===== config.mk =====
export PLATFORM = sky130hd
export DESIGN_NAME = divide_unit
export DESIGN_NICKNAME = d
export VERILOG_FILES = /design/src/rtl/divide_unit.sv
export SDC_FILE = /design/constraint.sdc
export NUM_CORES = 1
export LEC_CHECK = 0
export ABC_CLOCK_PERIOD_IN_PS = 9800
export BUFFER_PORTS_ARGS = -buffer_cell sky130_fd_sc_hd__buf_2
export CAP_MARGIN = 40
export CORE_MARGIN = 2
export CORE_UTILIZATION = 65
export CTS_CLUSTER_SIZE = 10
export DETAILED_ROUTE_END_ITERATION = 10
export MAX_ROUTING_LAYER = met4
export PLACE_DENSITY = 0.9
export SYNTH_ARGS = -nofsm -noshare
export SYNTH_HDL_FRONTEND = slang
export SYNTH_SLANG_ARGS = --single-unit

===== constraint.sdc =====
create_clock -name Clk -period 9.8 [get_ports Clk]
set_input_delay 1.96 -clock Clk [delete_from_list [all_inputs] [get_ports Clk]]
set_output_delay 1.96 -clock Clk [all_outputs]
set_load 0.005 [all_outputs]

===== src/rtl/divide_unit.sv =====
module divide_unit (
  input  logic        Clk,
  input  logic        Reset,
  input  logic        Start,
  input  logic        Signed,
  input  logic [31:0] A,
  input  logic [31:0] B,
  output logic        Busy,
  output logic        EndDivFlag,
  output logic        DivZero,
  output logic [31:0] Hi,
  output logic [31:0] Lo
);

  typedef enum logic [2:0] {
    IDLE = 3'd0,
    PREP = 3'd1,
    ITER = 3'd2,
    FIX  = 3'd3,
    DONE = 3'd4
  } state_t;

  state_t      state;
  logic [31:0] a_q;
  logic [31:0] b_q;
  logic        signed_q;
  logic        sign_q;
  logic        sign_r;
  logic        zero_flag;
  logic [31:0] dvs;
  logic [31:0] rem;
  logic [31:0] quo;
  logic [5:0]  cnt;

  logic [31:0] mag_a;
  logic [31:0] mag_b;
  logic [32:0] shifted;
  logic [32:0] diff;

  // The partial remainder is kept in 32 bits; the 33rd bit exists only in
  // the shifted trial value, which is sufficient because rem < |B| always.
  always_comb begin
    mag_a   = (signed_q && a_q[31]) ? -a_q : a_q;
    mag_b   = (signed_q && b_q[31]) ? -b_q : b_q;
    shifted = {rem, quo[31]};
    diff    = shifted - {1'b0, dvs};
  end

  always_ff @(posedge Clk) begin
    if (!Reset) begin
      state     <= IDLE;
      a_q       <= '0;
      b_q       <= '0;
      signed_q  <= 1'b0;
      sign_q    <= 1'b0;
      sign_r    <= 1'b0;
      zero_flag <= 1'b0;
      dvs       <= '0;
      rem       <= '0;
      quo       <= '0;
      cnt       <= '0;
      Hi        <= '0;
      Lo        <= '0;
    end else begin
      case (state)
        IDLE: begin
          if (Start) begin
            a_q      <= A;
            b_q      <= B;
            signed_q <= Signed;
            state    <= PREP;
          end
        end
        PREP: begin
          if (b_q == '0) begin
            zero_flag <= 1'b1;
            state     <= DONE;
          end else begin
            sign_q <= signed_q & (a_q[31] ^ b_q[31]);
            sign_r <= signed_q & a_q[31];
            quo    <= mag_a;
            dvs    <= mag_b;
            rem    <= '0;
            cnt    <= '0;
            state  <= ITER;
          end
        end
        ITER: begin
          if (!diff[32]) begin
            rem <= diff[31:0];
            quo <= {quo[30:0], 1'b1};
          end else begin
            rem <= shifted[31:0];
            quo <= {quo[30:0], 1'b0};
          end
          cnt <= cnt + 6'd1;
          if (cnt == 6'd31) begin
            state <= FIX;
          end
        end
        FIX: begin
          Lo    <= sign_q ? -quo : quo;
          Hi    <= sign_r ? -rem : rem;
          state <= DONE;
        end
        DONE: begin
          zero_flag <= 1'b0;
          state     <= IDLE;
        end
        default: begin
          state <= IDLE;
        end
      endcase
    end
  end

  assign Busy       = (state != IDLE);
  assign EndDivFlag = (state == DONE);
  assign DivZero    = (state == DONE) && zero_flag;

endmodule

# Yosys cells after proc, flatten, opt, wreduce, memory -nomap -nowiden
# Index checks and enable logic that the tools add are counted.
[totals]
elab_cells = 63
ff_bits = 237
[op_classes]
bitwise = 4
muxes = 18
addsub = 6
reduce_logical = 13
eq_ne = 9
[op_table]
columns = ["cell", "count"]
rows = [
  ["two-way mux 32 bit", 7],
  ["negation 32 bit", 4],
  ["case mux 32 bit (2 select lines)", 2],
  ["subtractor 33 x 32 -> 33 bit", 1],
  ["zero test 32 bit", 1],
  ["case mux 3 bit (4 select lines)", 1],
  ["case mux 6 bit (2 select lines)", 1],
  ["AND reduction 2 bit", 5],
  ["two-way mux 3 bit", 3],
  ["inequality test 2 bit, second input constant", 4],
  ["adder 6 x 1 -> 6 bit, second input constant", 1],
  ["equality test 3 x 2 -> 1 bit, second input constant", 2],
  ["equality test 6 x 5 -> 1 bit, second input constant", 1],
  ["two-way mux 6 bit", 1],
  ["nonzero test 2 bit", 2],
  ["equality test 3 x 1 -> 1 bit, second input constant", 1],
  ["equality test 3 bit, second input constant", 1],
  ["logical AND 1 bit", 3],
  ["zero test 3 bit", 1],
  ["nonzero test 3 bit", 1],
  ["bitwise AND 1 bit", 2],
  ["two-way mux 1 bit", 2],
  ["case mux 1 bit (2 select lines)", 1],
  ["NOT 1 bit", 1],
  ["XOR 1 bit", 1],
]

# Longest topological paths before layout
[depth]
depth_word = 4
ltp_mapped = 14

# Worst setup path before layout
# Ideal clock, no wire load.
[synth_path]
path_type = "register to register"
startpoint = "register quo[31]"
endpoint = "register rem[10]"
stages_incl_launch_ff = 14
t_arrival_ps = 2954
setup_slack_ps = 6717
setup_ps = 129
path_cell_list = "dfxtp_1 > inv_1 > ha_1 > fa_1 > o21ai_0 > a221oi_1 > o31ai_1 > a31o_2 > a21o_1 > and2_1 > buf_2 > buf_2 > mux2i_1 > o21ai_0"
[synth_via]
elab_chain_len = 3
[synth_lines]
columns = ["element", "line", "text"]
rows = [
  ["start, declared", "32", "logic [31:0] quo;"],
  ["start signal, assigned", "81", "quo <= mag_a;"],
  ["start signal, assigned", "91", "quo <= {quo[30:0], 1'b1};"],
  ["start signal, assigned", "94", "quo <= {quo[30:0], 1'b0};"],
  ["subtractor 33 x 32 -> 33 bit", "46", "diff = shifted - {1'b0, dvs};"],
  ["two-way mux 32 bit", "89", "if (!diff[32]) begin"],
  ["case mux 32 bit (2 select lines)", "65", "case (state)"],
  ["end signal, assigned", "90", "rem <= diff[31:0];"],
  ["end signal, assigned", "93", "rem <= shifted[31:0];"],
  ["end, declared", "31", "logic [31:0] rem;"],
]
# Every way passes these cells.
# A chain may end at the register's enable or synchronous reset.

# Worst setup path in the final report
[layout_path]
startpoint = "register quo[31]"
endpoint = "register rem[31]"
# The elaborated chain is that of the path after synthesis.

==> results.yml <==
yosys:
  synth.area.top_cells: "dfxtp_1, nand2_1, o211a_1"
  synth_nets: 1739
  synth_top_area_share_pct: 35.5
  synth_edf_count: 0
  synth_top_cell_by_area: "dfxtp_1"
  synth-seq-area-share_pct: 35.5
  yosysMostFrequentCell: "nand2_1"
  netlist_instances: 1633
  yosysUniqueCellTypes: 73
  synthFlopType: "dfxtp_1"
  syn_area_mm2: 0.0134
  yosys_warnings: 0
  syn-mean-instance-area_um2: 8.19
  synth-simple-area-share_pct: 19.6
  synth_top_family_by_area: "compound AO/OA/AOI/OAI gates"
  synth-xor-area-share_pct: 9.23
  synth_fa_ha_area_share_pct: 3.61
  synth_mux_area_share_pct: 1.50
  synth-async-reset-ratio_pct: 0
  ys_seq_elements: 237
  synth_compound_area_share_pct: 25.9
  yosys-top-cells-count: "nand2_1, dfxtp_1, o21ai_0"
timing:
  finalCritPeriodShare_pct: 42.6
  finalClockSkew_ns: 0.00991
  tightest_slew_ns: 0.751
  rsz0062_at_grt: "false"
  relSlewSlack_pct: 49.2
  setup_slack_ns: 5.63
  setup_viol: 0
  finalMaxSlewViolations: 0
  max_freq_mhz: 240
  final_hold_viol_count: 0
  period_needed_ns: 4.17
  setup_tns_ns: 0
placed_design:
  dp_hpwl_mm: 23.2
  pre_cts_slack_ns: 5.75
  gp_routability_congestion: 0.936
  post_dp_cell_area_mm2: 0.0142
  dp_cells: 1947
  io_buffer_count: 134
cts:
  cts_root_buf: "clkbuf_16"
  h-tree-depth: 1
  clock_sinks: 237
  cts_setup_buffers: 0
  clock_latency_ns: 0.54
  cts_max_path_buffers: 3
  numCtsBuffers: 28
  clk_pin_slew_worst_paths_ns: 0.05
  postCtsResizedCells: 0
  cts_tree: "built"
  cts_hold_buffers: 0
floorplanning:
  die_area_mm2: 0.0217
  row_count: 52
  die_y_um: 147
  core_area_mm2: 0.0202
  dieWidth_um: 147
  initial_utilization_pct: 66.1
  io_pins: 135
status:
  outcome: "finished clean"
critical_path:
  cp_common_cell: "o21ai_0"
  path_buf_inv: 2
  critPathRequiredTime_ns: 10.24
  path_max_fanout: 16
  worstSetupStartpointType: "flop"
  critical_path_arrival_ns: 4.62
  end_kind: "flop"
  crit_chain: "inv_1 > ha_1 > fa_1 > o21ai_0 > a221oi_1 > o31ai_1 > a31o_2 > a21o_1 > and2_1 > buf_4 > nand2_1 > o21ai_0"
  critPathKind: "reg -> reg"
  cp_top_family: "compound AO/OA/AOI/OAI gates"
  slowest_stage: "and2_1"
  critPathMaxStageDelay_ns: 0.59
layout:
  final_net_count: 1813
  antenna_cells: 0
  area_delta_synth_final_pct: 11.8
  drive_gt1_share_pct: 12.2
  fin_cells: 1981
  n_fill_cell: 1525
  seq_area_mm2: 0.00474
  design_area_mm2: 0.0150
  multi_input_area_mm2: 0.00804
route:
  ant_nets: 0
  firstDrtPassIters: 5
  dr.first_iter.drc_count: 962
  routed_wirelength_mm: 32.2
  wl_per_cell_um: 16.3
  viasPerCell: 5.99
  drc: 0
  route.vias.total: 11900
power:
  power_mw: 2.55
  vdd_ir_drop_max_v: 0.000129
  powerDensity_mw_per_mm2: 170
  p_leak_nw: 6.97
global_routing:
  antenna_found_initial: 0
  track_usage_pct: 30.1
  grt_overflow_total: 0
  grt_pass1_vias: 10700
  grt_pass1_wl_mm: 53.6
  grt_max_degree: 101
job:
  drv_cap: 0
min_path:
  worst_hold_path_type: "reg -> reg"
[cells by family after synthesis]
| family | Yosys count |
|---|---|
| flops | 237 |
| compound gates | 477 |
| mux | 20 |
| xor+xnor | 141 |
| buf+inv | 155 |
| simple gates | 565 |
| fa+ha+maj | 38 |
[worst paths after layout]
path,startpoint,endpoint,slack [ns],cells past startpoint
hold reg to reg,Hi[0],Hi[0],0.47,2
setup reg to reg,quo[31],rem[31],5.63,12
hold / removal,Hi[0],Hi[0],0.47,2
setup / recovery,quo[31],rem[31],5.63,12
[layer usage]
metal	GRT usage (%)	part of all wire [%]
met5	-	0
met4	6.83	1.4
met3	3.52	7.8
met2	43.1	42
met1	45.4	49
[tightest hold or removal path: stages (launching register included)]
cell and delay [ns]:
dfxtp_1 0.31, nand2_1 0.05, a21boi_0 0.06
[flip-flops by register name, indices dropped and copies added, names as in the netlist, 3 cells and up]
name and flops:
b_q 32, rem 32, Hi 32, cnt 6, state 3, a_q 32, dvs 32, Lo 32
quo 32
[power breakdown]
part	internal, mW	switching [mW]
logic	0.232	0.325
clock network	0.552	0.373
registers	1.01	0.0560
[cells in the final DEF (no fill, tap or decap), types with 4 or more instances in the layout]
master,n
nor3_1,17
and3_1,7
nor4_1,10
o41ai_1,11
nand3_1,22
xor2_1,86
or2_2,5
nand2_1,329
o211a_1,83
and2_1,27
a221oi_1,15
a32oi_1,9
o21bai_1,4
a21boi_0,85
nand2b_1,7
a22oi_1,17
inv_1,53
or3_1,12
o21a_1,5
a31oi_1,4
nor2_1,54
nor2b_1,25
dfxtp_1,237
clkbuf_16,29
or4_1,11
nand4_1,8
buf_2,133
o211ai_1,5
o31ai_1,26
nand3b_1,4
buf_4,6
o21ai_0,106
mux2i_1,20
a21oi_1,54
ha_1,37
a21o_1,24
o21ai_1,4
xnor2_1,55
[final cells by class]
| type | instances | area share (%) |
|---|---|---|
| multi-input combinational | 1241 | 53.7 |
| sequential | 237 | 31.7 |
| timing repair buffer | 146 | 5.74 |
| clock buffer | 31 | 4.97 |
| tap | 270 | 2.26 |
| inverter | 53 | 1.33 |
| clock inverter | 3 | 0.268 |
[metrics by stage]
step | hold WS (ns) | utilization [%]
2_1_floorplan | 0.441 | -
3_3_place_gp | 0.454 | 69.3
3_5_place_dp | 0.465 | 70.1
4_1_cts | 0.473 | 73.9
5_1_grt | 0.502 | 73.9
6_report | 0.471 | 73.9
Power figures use the tool's default switching activity.
